**config.mk**
```make
export PLATFORM = sky130hd
export DESIGN_NAME = ir_prefetch
export DESIGN_NICKNAME = d
export VERILOG_FILES = /design/src/rtl/ir_prefetch.sv
export SDC_FILE = /design/constraint.sdc
export NUM_CORES = 1
export LEC_CHECK = 0
export CORE_MARGIN = 10
export CORE_UTILIZATION = 46
export DETAILED_ROUTE_END_ITERATION = 12
export HOLD_SLACK_MARGIN = 0.12
export PLACE_DENSITY = 0.71
export RECOVER_POWER = 25
export SLEW_MARGIN = 25
export SYNTH_ARGS = -nofsm -noshare
export SYNTH_HDL_FRONTEND = slang
export SYNTH_SLANG_ARGS = --single-unit
export TNS_END_PERCENT = 10
```
**constraint.sdc**
```tcl
create_clock -name clk -period 2.8 [get_ports clk]
set_input_delay 0.42 -clock clk [delete_from_list [all_inputs] [get_ports clk]]
set_output_delay 0.42 -clock clk [all_outputs]
set_load 0.05 [all_outputs]
```
**src/rtl/ir_prefetch.sv**
```systemverilog
// Instruction register fed by a small prefetch queue; multi-beat memory words
// are assembled MSB-first into full instructions before entering the queue.
module ir_prefetch #(
    parameter int MEM_W  = 8,
    parameter int OPC_W  = 3,
    parameter int ADDR_W = 5,
    parameter int DEPTH  = 2,
    localparam int INSTR_W = OPC_W + ADDR_W,
    localparam int BEATS   = (INSTR_W + MEM_W - 1) / MEM_W,
    localparam int CW      = $clog2(DEPTH + 1)
) (
    input  logic              clk,
    input  logic              rst,
    input  logic              flush,
    input  logic [MEM_W-1:0]  mem_data,
    input  logic              mem_valid,
    output logic              mem_ready,
    input  logic              ld_ir,
    output logic [OPC_W-1:0]  opcode,
    output logic [ADDR_W-1:0] address,
    output logic              ir_valid,
    output logic [CW-1:0]     q_count,
    output logic              ld_err
);

    localparam int PW = (DEPTH > 1) ? $clog2(DEPTH) : 1;

    logic [INSTR_W-1:0] fifo [DEPTH];
    logic [PW-1:0]      rd_ptr;
    logic [PW-1:0]      wr_ptr;
    logic [1:0]         beat_cnt;
    logic [INSTR_W-1:0] asm_reg;
    logic [INSTR_W-1:0] asm_next;
    logic               accept;
    logic               last_beat;
    logic               push;
    logic               pop;

    function automatic logic [PW-1:0] next_ptr(input logic [PW-1:0] p);
        return (p == PW'(DEPTH - 1)) ? '0 : p + PW'(1);
    endfunction

    // NOTE: mem_ready looks only at flush and registered state, never at
    // mem_valid, so the handshake cannot form a combinational loop upstream.
    assign mem_ready = !flush && (q_count < CW'(DEPTH));
    assign accept    = mem_valid && mem_ready;
    assign last_beat = (beat_cnt == 2'(BEATS - 1));
    assign push      = accept && last_beat;
    assign pop       = ld_ir && !flush && (q_count != '0);

    // Only the low INSTR_W bits of the beat history can reach the final word.
    assign asm_next  = INSTR_W'({asm_reg, mem_data});

    // NOTE: the queue storage has no reset; q_count and the pointers decide
    // which entries are meaningful, so stale contents are never observed.
    always_ff @(posedge clk) begin
        if (push) begin
            fifo[wr_ptr] <= asm_next;
        end
    end

    always_ff @(posedge clk or posedge rst) begin
        if (rst) begin
            opcode   <= '0;
            address  <= '0;
            ir_valid <= 1'b0;
            ld_err   <= 1'b0;
            q_count  <= '0;
            rd_ptr   <= '0;
            wr_ptr   <= '0;
            beat_cnt <= '0;
            asm_reg  <= '0;
        end else if (flush) begin
            // The executing instruction in the IR survives a flush.
            ld_err   <= 1'b0;
            q_count  <= '0;
            rd_ptr   <= '0;
            wr_ptr   <= '0;
            beat_cnt <= '0;
            asm_reg  <= '0;
        end else begin
            ld_err <= ld_ir && (q_count == '0);

            if (accept) begin
                if (last_beat) begin
                    beat_cnt <= '0;
                    asm_reg  <= '0;
                    wr_ptr   <= next_ptr(wr_ptr);
                end else begin
                    beat_cnt <= beat_cnt + 2'd1;
                    asm_reg  <= asm_next;
                end
            end

            if (pop) begin
                opcode   <= fifo[rd_ptr][INSTR_W-1:ADDR_W];
                address  <= fifo[rd_ptr][ADDR_W-1:0];
                ir_valid <= 1'b1;
                rd_ptr   <= next_ptr(rd_ptr);
            end

            case ({push, pop})
                2'b10:   q_count <= q_count + CW'(1);
                2'b01:   q_count <= q_count - CW'(1);
                default: q_count <= q_count;
            endcase
        end
    end

endmodule

```
==> metrics.md <==
| Metric | Value |
|---|---|
| Maximum root-to-sink buffer count | `2` |
| Core area | `2734 um^2` |
| Syn Inst Count | `82` |
| Flops & latches, synth | `32` |
| Share of layout cells above drive strength 1 | `24.35%` |
| Initial core utilization | `47.55%` |
| Die area | `5352 um^2` |
| Post-Syn Area | `1300 um^2` |
| GRT Overall Usage | `9.111%` |
| Max Fclk | `450.5 MHz` |
| Placed insts | `138` |
| Seq/Total Area, Yosys | `67.76%` |
| Clock latency on the worst-skew pair | `0.32 ns` |
| IO Pins | `26` |
| Fin crit period | `2.220 ns` |
| Crit path cell chain | `nor2_1 -> clkdlybuf4s50_1` |
| Worst Tran Pin Value | `0.6274 ns` |
| First-pass GRT wire length | `3.650 mm` |
| Crit. End Element | `output port` |
| Worst VDD drop | `0.0005091 V` |
| GP Congestion | `0.7367` |
| Resize count post-CTS | `0` |
| Avg Inst Size Synth | `15.85 um^2` |
| Status | `finished clean` |
| Antenna viol nets, final | `0` |
| CTS Hold Bufs | `0` |
| Yosys cell types | `23` |
| Area delta synth->final | `27.04%` |
| Ratio of final minimum period to clock period | `79.28%` |
| Worst-path fanout max | `11` |
| Avg WL per Cell | `14.96 um` |
| Power Density | `686.1 nW/um^2` |
| Worst reg2reg setup slack | `1.27 ns` |
| Number of I/O port buffers | `25` |
| Synth top area share | `36.96%` |
| Worst Hold Class | `reg2reg` |
| CP arrival | `1.80 ns` |
| DRC | `0` |
| CTS Sinks | `32` |
| Grt ovf | `0` |
| Via count | `753` |
| Top_reg_cell synth | `edfxtp_1` |
| Setup Skew | `0.005985 ns` |
| H-tree depth | `2` |
| CTS tree | `done` |
| Die outline width | `73.16 um` |
| Final antenna diode count | `0` |
| Rows | `19` |
| Post-synth EDFFs | `16` |
| Fin. Hold Viols | `0` |
| Clock-pin slew on the worst setup and hold paths | `0.09 ns` |
| Req. time, crit path | `2.38 ns` |
| Mapped Nets | `97` |
| Setup TNS after final layout | `0 ns` |
| Largest stage delay on the critical path | `0.81 ns` |
| Vias in the first global route | `810` |
| Synth Warn # | `0` |
| # fillers | `227` |
| Slowest stage cell, crit path | `clkdlybuf4s50_1` |
| DR vias/cell | `5.158` |
| Most frequent cells in the layout | `mux2_2 (16), dfrtp_1 (16), edfxtp_1 (16), clkdlybuf4s50_1 (16), dlygate4sd3_1 (9)` |
| Final-stage net count | `129` |
| CTS root buf | `clkbuf_4` |
| Largest net degree at the start of global routing | `17` |
| Setup Crit Path Kind | `reg2out` |
| Post-CTS Setup Inserts | `0` |
| RSZ-0062 raised after global routing | `false` |
| Slew Limit Fails | `0` |
| Cell taking the most area after synthesis | `edfxtp_1` |
| Drt first-iter violations | `30` |
| CTS Buf Count | `5` |
| Ranking of synthesized cells by area | `edfxtp_1 (37%), dfrtp_1 (31%), mux2_2 (14%), mux2i_1 (2.3%), ha_1 (1.9%)` |
| Routed wire length | `2.184 mm` |
| Initial antenna violation count | `0` |
| Ys async rst share | `50.00%` |
| Setup violations, final | `0` |
| Vert. Die Dim | `73.16 um` |
| Max Cap Viol | `0` |
| Pleak | `0.6488 nW` |
| Dpl hpwl | `1.540 mm` |
| Final cell count without fillers | `146` |
| DRT Pass-1 Iters | `4` |
| Startpoint types | `flop` |
| Relative slew margins | `58.13%` |
## synth_stat cells, types with 2 or more instances
master	number
nand2_1	2
edfxtp_1	16
buf_2	2
dfrtp_1	16
mux2i_1	3
mux2_2	16
xor2_1	2
inv_1	4
nand2b_1	2
nor2_1	5
ha_1	2
## power by group
group	internal (mW)	switching [mW]
combinational	0.126	0.199
sequential	0.546	0.0276
clock	0.0963	0.138
## sequential cells by signal, summed over array words and instances, names as in the netlist
register  cells
address       5
ld_err        1
fifo         16
opcode        3
q_count       2
wr_ptr        1
ir_valid      1
rd_ptr        1
beat_cnt      2
## metal layers
metal	GRT usage, %	vias up	share of wire (%)
li1	-	362	-
met1	8.831	368	39
met2	15.38	18	53
met3	4.082	5	6.3
met4	5.696	0	2.2
met5	0	-	0
## critical path, delay by kind of cell, from the launching register on
family                 cells  cell delay (ns)
buffers and inverters      1             0.81
flip-flops                 1             0.52
AND/OR/NAND/NOR            1             0.15
## worst paths after layout
check	startpoint	to	depth (start not counted)
worst max-delay path	q_count[1]$_DFFE_PP0P_	mem_ready	2
worst min-delay path	ir_valid$_DFFE_PP0P_	ir_valid$_DFFE_PP0P_	1
worst max register to register	beat_cnt[0]$_DFFE_PP0P_	fifo[1][4]$_DFFE_PP_	5
worst min register to register	ir_valid$_DFFE_PP0P_	ir_valid$_DFFE_PP0P_	1
max in group asynchronous	rst	opcode[0]$_DFFE_PP0P_	2
min in group asynchronous	rst	beat_cnt[0]$_DFFE_PP0P_	2
## kinds of logic (layout without fill, tap and decap cells)
family	Yosys count	count (layout)	synth area share (%)
DFF	32	32	67.76
adders and majority gates	2	2	1.925
xor gates and xnor gates	2	2	1.348
and+or+nand+nor	16	16	6.738
AOI/OAI and AO/OA	4	4	3.272
muxes	19	19	16.17
buffers and inverters	7	40	2.791
## metrics by stage
stage	hold slack [ns]	power [mW]	worst slack, ns	cell area (um^2)	utilization, %
6_report	0.4714	1.133	0.5801	1652	60.41
5_1_grt	0.5072	1.191	0.4814	1652	60.41
4_1_cts	0.4766	1.153	0.5546	1652	60.41
3_5_place_dp	0.4514	0.9172	0.6438	1603	58.63
3_3_place_gp	0.4503	0.9112	0.6424	1603	58.63
2_1_floorplan	0.3337	0.7933	0.6256	1300	-
## area by class of cell
type	instances	area [um^2]	share of cell area [%]
Inverter	4	15.01	0.9091
Clock buffer	7	45.04	2.727
Tap cell	31	38.79	2.348
Multi-Input combinational cell	43	395.4	23.94
Sequential cell	32	880.8	53.33
Clock inverter	1	3.754	0.2273
Timing Repair Buffer	28	272.8	16.52
Note: power is estimated with default switching activity, not from simulation.
